File: src/rtl/bip_report_pkg.sv
// Shared types and constants for the BIP post-halt report transmitter.
package bip_report_pkg;

    typedef enum logic [1:0] {
        ST_IDLE = 2'd0,
        ST_SEND = 2'd1,
        ST_WAIT = 2'd2,
        ST_DONE = 2'd3
    } report_state_t;

    localparam logic [7:0] REPORT_HEADER = 8'hA5;
    localparam int         FRAME_LEN     = 7;
    localparam int         IDX_BITS      = 3;

endpackage

File: src/rtl/bip_report_tx_sat_counter.sv
// Saturating up-counter: holds at all-ones instead of wrapping.
module sat_counter #(
    parameter int WIDTH = 16
) (
    input  logic             i_clock,
    input  logic             i_reset,
    input  logic             i_enable,
    output logic [WIDTH-1:0] o_count
);

    logic [WIDTH-1:0] count_r;

    // Count enabled edges, stopping at the maximum value.
    always_ff @(posedge i_clock) begin
        if (i_reset) begin
            count_r <= {WIDTH{1'b0}};
        end else if (i_enable && (count_r != {WIDTH{1'b1}})) begin
            count_r <= count_r + {{(WIDTH-1){1'b0}}, 1'b1};
        end
    end

    assign o_count = count_r;

endmodule

File: src/rtl/bip_report_tx.sv
// Counts CPU run cycles, snapshots acc/pc/count on halt and streams a
// 7-byte report frame to the UART transmitter, one byte per tx_done.
module bip_report_tx
    import bip_report_pkg::*;
#(
    parameter int E_BITS   = 16,
    parameter int PC_BITS  = 11,
    parameter int CNT_BITS = 16
) (
    input  logic               i_clock,
    input  logic               i_reset,
    input  logic               i_halt,
    input  logic [E_BITS-1:0]  i_acc,
    input  logic [PC_BITS-1:0] i_pc,
    input  logic               i_tx_done,
    output logic               o_tx_start,
    output logic [7:0]         o_tx_data,
    output logic               o_busy,
    output logic               o_done
);

    report_state_t       state_r;
    logic [IDX_BITS-1:0] idx_r;
    logic [15:0]         acc_r;
    logic [15:0]         pc_r;
    logic [15:0]         cnt_r;
    logic [7:0]          tx_data_r;
    logic                tx_start_r;
    logic                busy_r;
    logic                done_r;

    logic [CNT_BITS-1:0] count_s;
    logic                cnt_en_s;
    logic [IDX_BITS-1:0] next_idx_s;
    logic [7:0]          next_byte_s;
    logic                last_byte_s;

    assign cnt_en_s    = (state_r == ST_IDLE) && !i_halt;
    assign last_byte_s = (idx_r == IDX_BITS'(FRAME_LEN - 1));

    sat_counter #(
        .WIDTH (CNT_BITS)
    ) u_cycle_cnt (
        .i_clock  (i_clock),
        .i_reset  (i_reset),
        .i_enable (cnt_en_s),
        .o_count  (count_s)
    );

    // Pick the byte for the next SEND; header comes first so it never
    // depends on the snapshot that is being latched on the same edge.
    always_comb begin
        next_idx_s  = {IDX_BITS{1'b0}};
        next_byte_s = 8'h00;
        if (state_r == ST_IDLE) begin
            next_idx_s = {IDX_BITS{1'b0}};
        end else begin
            next_idx_s = idx_r + {{(IDX_BITS-1){1'b0}}, 1'b1};
        end
        case (next_idx_s)
            3'd0:    next_byte_s = REPORT_HEADER;
            3'd1:    next_byte_s = acc_r[15:8];
            3'd2:    next_byte_s = acc_r[7:0];
            3'd3:    next_byte_s = pc_r[15:8];
            3'd4:    next_byte_s = pc_r[7:0];
            3'd5:    next_byte_s = cnt_r[15:8];
            3'd6:    next_byte_s = cnt_r[7:0];
            default: next_byte_s = 8'h00;
        endcase
    end

    // Report FSM with snapshot registers and registered handshake outputs.
    always_ff @(posedge i_clock) begin
        if (i_reset) begin
            state_r    <= ST_IDLE;
            idx_r      <= {IDX_BITS{1'b0}};
            acc_r      <= 16'h0000;
            pc_r       <= 16'h0000;
            cnt_r      <= 16'h0000;
            tx_data_r  <= 8'h00;
            tx_start_r <= 1'b0;
            busy_r     <= 1'b0;
            done_r     <= 1'b0;
        end else begin
            tx_start_r <= 1'b0;
            case (state_r)
                ST_IDLE: begin
                    if (i_halt) begin
                        acc_r      <= 16'(i_acc);
                        pc_r       <= 16'(i_pc);
                        cnt_r      <= 16'(count_s);
                        idx_r      <= {IDX_BITS{1'b0}};
                        tx_data_r  <= next_byte_s;
                        tx_start_r <= 1'b1;
                        busy_r     <= 1'b1;
                        state_r    <= ST_SEND;
                    end
                end
                ST_SEND: begin
                    state_r <= ST_WAIT;
                end
                ST_WAIT: begin
                    if (i_tx_done) begin
                        if (last_byte_s) begin
                            busy_r  <= 1'b0;
                            done_r  <= 1'b1;
                            state_r <= ST_DONE;
                        end else begin
                            idx_r      <= next_idx_s;
                            tx_data_r  <= next_byte_s;
                            tx_start_r <= 1'b1;
                            state_r    <= ST_SEND;
                        end
                    end
                end
                ST_DONE: begin
                    state_r <= ST_DONE;
                end
                default: begin
                    state_r <= ST_IDLE;
                end
            endcase
        end
    end

    assign o_tx_start = tx_start_r;
    assign o_tx_data  = tx_data_r;
    assign o_busy     = busy_r;
    assign o_done     = done_r;

endmodule

File: config.mk
export PLATFORM = sky130hd
export DESIGN_NAME = bip_report_tx
export DESIGN_NICKNAME = d
export VERILOG_FILES = /design/src/rtl/bip_report_pkg.sv /design/src/rtl/bip_report_tx_sat_counter.sv /design/src/rtl/bip_report_tx.sv
export SDC_FILE = /design/constraint.sdc
export NUM_CORES = 1
export LEC_CHECK = 0
export ABC_AREA = 1
export BUFFER_PORTS_ARGS = -buffer_cell sky130_fd_sc_hd__buf_4
export CAP_MARGIN = 0
export CORE_MARGIN = 2
export CORE_UTILIZATION = 55
export DETAILED_ROUTE_END_ITERATION = 8
export GPL_TIMING_DRIVEN = 0
export PLACE_DENSITY = 0.76
export SYNTH_ARGS = -nofsm -noshare
export SYNTH_HDL_FRONTEND = slang
export SYNTH_SLANG_ARGS = --single-unit
File: constraint.sdc
create_clock -name i_clock -period 2.1 [get_ports i_clock]
set_clock_uncertainty 0.05 [all_clocks]
set_input_delay 0.42 -clock i_clock [delete_from_list [all_inputs] [get_ports i_clock]]
set_output_delay 0.42 -clock i_clock [all_outputs]
set_load 0.01 [all_outputs]
Yosys cells after proc, flatten, opt, wreduce, memory -nomap -nowiden
Cells that the tools add are included.
{ "word_totals": {"in_bits": 31, "out_inout_bits": 11, "regBits": 75} }
{ "classes": {"add_sub_neg": 2, "n_mux": 22, "reduce_logical": 11, "n_eq_ne": 15} }
{ "op_table": {"columns": ["operator", "n"], "rows": [
  ["8-bit case mux with 7 select lines", 1],
  ["8-bit 2-to-1 mux", 3],
  ["16-bit by 1-bit adder with 16-bit output (second input constant)", 1],
  ["16-bit inequality test (second input constant)", 1],
  ["8-bit case mux with 2 select lines", 1],
  ["3-bit equality test (second input constant)", 4],
  ["3-bit 2-to-1 mux", 4],
  ["2-bit inequality test (second input constant)", 4],
  ["2-bit case mux with 4 select lines", 1],
  ["4-bit AND reduction", 2],
  ["3-bit by 2-bit equality test with 1-bit output (second input constant)", 2],
  ["1-bit 2-to-1 mux", 6],
  ["2-bit 2-to-1 mux", 3],
  ["3-bit case mux with 2 select lines", 1],
  ["2-bit equality test (second input constant)", 2],
  ["1-bit case mux with 2 select lines", 2],
  ["2-bit AND reduction", 2],
  ["3-bit by 1-bit adder with 3-bit output (second input constant)", 1],
  ["3-bit by 1-bit equality test with 1-bit output (second input constant)", 1],
  ["3-bit zero test", 1],
  ["3-bit AND reduction", 1],
  ["2-bit by 1-bit equality test with 1-bit output (second input constant)", 1],
  ["1-bit logical AND", 2],
  ["2-bit zero test", 1],
  ["2 further kinds", 2]
]} }

Depth between registers and ports, before layout
{ "depth": {"word_depth": 7, "depth_mapped": 11} }

Cells and area by module
Synthesis repeated with hierarchy kept, for this count alone.
{ "unflattened": {"hier_cells": 507, "area_unflattened_um2": 3578.4} }
{ "by_module_without_submodules": {"columns": ["module", "instances", "area_each_um2", "seq_area_each_um2", "cells_each"], "rows": [
  ["bip_report_tx", 1, 2648.8, 1181.1, 358],
  ["sat_counter", 1, 929.6, 320.3, 149]
]} }

Worst setup path before layout
OpenSTA, ideal clock, no wires.
{ "synth_path": {"path_kind": "reg-to-reg", "start": "reg idx_r[0]", "end": "reg tx_data_r[0], in the netlist o_tx_data[0]", "stages_incl_launch_ff": 12, "setup_time_ns": 0.070, "required_ns": 1.980, "path_slack_ns": 0.263, "t_arrival_ns": 1.716, "path_cell_list": "dfxtp_1 -> inv_1 -> ha_1 -> inv_1 -> nand3_4 -> nor2_4 -> nand2_1 -> nand2_1 -> nor2_1 -> nand2_1 -> nand2_1 -> a21oi_1"} }
{ "synth_between": {"elab_chain_len": 7, "elab_cells_between_ends": 17, "classes_between": "1 x add/sub; 8 x eq/ne; 6 x mux; 2 x reduce/logical"} }
{ "synth_lines": {"columns": ["item", "line_no", "rtl"], "rows": [
  ["from (decl)", "bip_report_tx.sv:23", "logic [IDX_BITS-1:0] idx_r;"],
  ["from (signal assigned)", "bip_report_tx.sv:76", "idx_r <= {IDX_BITS{1'b0}};"],
  ["from (signal assigned)", "bip_report_tx.sv:92", "idx_r <= {IDX_BITS{1'b0}};"],
  ["from (signal assigned)", "bip_report_tx.sv:109", "idx_r <= next_idx_s;"],
  ["3-bit by 1-bit adder with 3-bit output", "bip_report_tx.sv:58", "next_idx_s = idx_r + {{(IDX_BITS-1){1'b0}}, 1'b1};"],
  ["3-bit 2-to-1 mux", "bip_report_tx.sv:55", "if (state_r == ST_IDLE) begin"],
  ["3-bit equality test (tied with other cells)", "bip_report_tx.sv:60", "case (next_idx_s)"],
  ["8-bit case mux with 7 select lines", "bip_report_tx.sv:60", null],
  ["8-bit 2-to-1 mux", "bip_report_tx.sv:104", "if (last_byte_s) begin"],
  ["8-bit 2-to-1 mux", "bip_report_tx.sv:103", "if (i_tx_done) begin"],
  ["8-bit case mux with 2 select lines", "bip_report_tx.sv:86", "case (state_r)"],
  ["to (signal assigned)", "bip_report_tx.sv:93", "tx_data_r <= next_byte_s;"],
  ["to (signal assigned)", "bip_report_tx.sv:110", "tx_data_r <= next_byte_s;"],
  ["to (decl)", "bip_report_tx.sv:27", "logic [7:0] tx_data_r;"]
]} }
Parallel ways exist; a longest one is shown, timed or not. The select of a mux whose other input is x is not followed.
A chain may end at the register's enable or synchronous reset.

Worst setup path after layout
Ends and elaborated chain as after synthesis.

==> flow_metrics.py <==
metrics = {
    "yosys": {
        "ys_seq_area_share_pct": 44.6,
        "netlist_area_sq_um": 3370,
        "synth_seq_cells": 75,
        "yosysMostFrequentCell": "nand2_1",
        "yosys.cell_types.count": 28,
        "synth-main-ff-cell": "dfxtp_1",
        "synth_enable_flop_cells": 0,
        "synth_top_area_share_pct": 44.6,
        "synth_nets": 517,
        "syn_area_per_cell_sq_um": 6.98,
        "async_flop_share_pct": 0,
        "synth_area_leader_cell": "dfxtp_1",
        "synth_common_cells": "nand2_1 (103), nor2_1 (89), dfxtp_1 (75)",
        "synthCells": 483,
        "yosysWarnings": 0,
        "synthTopCellsByArea": "dfxtp_1 (45%), nand2_1 (11%), nor2_1 (9.9%)",
    },
    "critical_path": {
        "critical_path_arrival_ns": 2.28,
        "cp.required_ns": 2.33,
        "worst_setup_path_end_kind": "flip-flop",
        "crit_path_start_kind": "flip-flop",
        "path_class": "reg -> reg",
        "cp-startpoint": "idx_r[0]",
        "r2r_start": "idx_r[0]",
        "cp_max_fo": 8,
    },
    "timing": {
        "setup_tns_ns": 0,
        "final_max_slew_viol_count": 0,
        "max_freq_ghz": 0.489,
        "tightest_slew_ns": 0.693,
        "setup_viol": 0,
        "fin_crit_sh_pct": 97.4,
        "finalHoldViolCount": 0,
        "layout_setup_ws_ns": 0.0540,
        "max_slew_margin_pct": 53.8,
        "fin_crit_ns": 2.05,
    },
    "detailed_routing": {
        "num_vias": 3358,
        "drc": 0,
        "ant_nets": 0,
        "finalWirelength_mm": 8.86,
        "vias_per_cell": 5.43,
        "avgRoutedWirePerCell_um": 14.3,
        "first_iter_violations": 237,
        "first_pass_iters": 5,
    },
    "global_route": {
        "grt_max_degree": 13,
        "track_usage_pct": 27.4,
        "grt_pass1_vias": 2988,
        "grt-ovfl-total": 0,
        "grt_pass1_wl_mm": 13.9,
        "antenna_found_initial": 0,
    },
    "floorplanning": {
        "row_count": 28,
        "die_height_um": 82.3,
        "initial_utilization_pct": 56.9,
        "core-area_sq_um": 5920,
        "ios": 42,
        "die_x_um": 82.3,
        "die_area_sq_um": 6770,
    },
    "flow_run": {
        "drv_cap": 0,
    },
    "cts": {
        "clock-sinks": 75,
        "cts_hold_buf": 0,
        "cts_inserted_buffers": 9,
        "root_buffer": "clkbuf_8",
        "clk-insertion-delay-late_ns": 0.36,
        "max-clock-path-buffers": 2,
        "h-tree-depth": 3,
        "cts_tree": "yes",
        "path_clk_slew_ns": 0.07,
    },
    "layout": {
        "finalNonFillerCells": 618,
        "multi_input_area_sq_um": 1640,
        "layout.nets": 572,
        "seq_area_sq_um": 1500,
        "post-route-util_pct": 67.8,
        "nFillCells": 513,
        "syn_to_final_growth_pct": 19.1,
        "antenna_cells": 0,
        "drive_gt1_share_pct": 16.0,
    },
    "place": {
        "dpl.cell_count": 598,
        "port_buffers": 40,
        "dp_hpwl_mm": 6.28,
        "dp_slack_ns": -0.0299,
        "place_congestion": 0.949,
    },
    "power": {
        "ir_drop_uv": 565,
        "p_leak_nw": 1.75,
        "p_per_area_nw_per_um2": 823,
    },
    "hold_path": {
        "hp-class": "in -> reg",
        "hold_start": "i_acc[15]",
    },
    "status": {
        "status": "finished, final reports clean",
    },
}
[area by class of cell]
type,count,share of cell area [%]
Clock buffer,12,3.87
Buffer,19,2.12
Timing Repair Buffer,44,8.23
Inverter,41,3.93
Clock inverter,4,1.22
Sequential cell,75,37.4
Tap cell,75,2.34
Multi-Input combinational cell,348,40.8
[per-stage QoR]
| step | cell area, sq um | hold WS (ns) | power, W |
|---|---|---|---|
| after CTS | 3970 | 0.228 | 0.00329 |
| after global routing | 4010 | 0.236 | 0.00344 |
| final | 4010 | 0.232 | 0.00330 |
| after floorplan | 3370 | 0.380 | 0.00197 |
| after global placement | 3760 | 0.394 | 0.00215 |
| after detailed placement | 3760 | 0.398 | 0.00217 |
[final timing paths]
| kind | end | slack, ns | cells past startpoint |
|---|---|---|---|
| setup / recovery | o_tx_data[0] | 0.05 | 11 |
| hold / removal | acc_r[15] | 0.23 | 3 |
| setup reg to reg | o_tx_data[0] | 0.05 | 11 |
| hold reg to reg | pc_r[5] | 0.41 | 2 |
[power breakdown]
part / total [W] / internal [W] / switching (W)
Sequential: 0.00161 / 0.00154 / 0.0000726
Clock: 0.00114 / 0.000612 / 0.000525
Combinational: 0.000554 / 0.000198 / 0.000355
Total: 0.00330 / 0.00235 / 0.000953
[layer usage]
metal	routed length (um)	vias to the layer above	GRT usage, %
li1	-	1677	-
met1	4080	1541	35.5
met2	4050	118	43.3
met3	542	22	6.30
met4	189	0	12.3
met5	0	-	0
[what timing repair did]
action                                  in CTS  in global routing
endpoints found under the setup margin       6                  8
resized for setup                            1                  4
buffers inserted                             0                  4
gates cloned                                 0                  0
pin swaps                                    0                  1
[logic make-up after synthesis]
kind of cell | after synthesis | share of synthesized area [%]
adder cells (fa/ha/maj) | 3 | 1.11
flip-flops | 75 | 44.6
AND/OR/NAND/NOR | 244 | 31.3
AO/OA/AOI/OAI | 101 | 15.9
buffers and inverters | 60 | 7.09
[worst max-delay path: stages (launching register included)]
cell and delay, ns:
dfxtp_2 0.45, clkinvlp_4 0.14, ha_2 0.34, inv_2 0.14, nand3_4 0.11, nor2_4 0.25
nand2_1 0.12, nand2_1 0.09, nor2_1 0.04, nand2_1 0.07, nand2_1 0.06, a21oi_1 0.11
[flip-flops by register name (all words and copies together), names as in the netlist]
| register | flops |
|---|---|
| cnt_r | 16 |
| idx_r | 3 |
| o_tx_data | 8 |
| o_tx_start | 1 |
| state_r | 2 |
| acc_r | 16 |
| u_cycle_cnt.o_count | 16 |
| pc_r | 11 |
| o_done | 1 |
| o_busy | 1 |
[cells in the final DEF (no fill, tap or decap), types with 2 or more instances in the layout]
master,n
nor2_2,2
ha_1,2
clkinv_2,2
nand3_4,2
nor2_4,6
inv_2,7
buf_2,2
o21ai_0,45
buf_4,45
o21ai_1,10
clkbuf_8,11
inv_1,33
clkbuf_1,14
a21oi_1,38
dfxtp_1,74
a211oi_1,4
buf_1,2
nand2_1,103
nor2_1,89
nor3_1,10
nand3_1,28
Note: power is estimated with default switching activity, not from simulation.
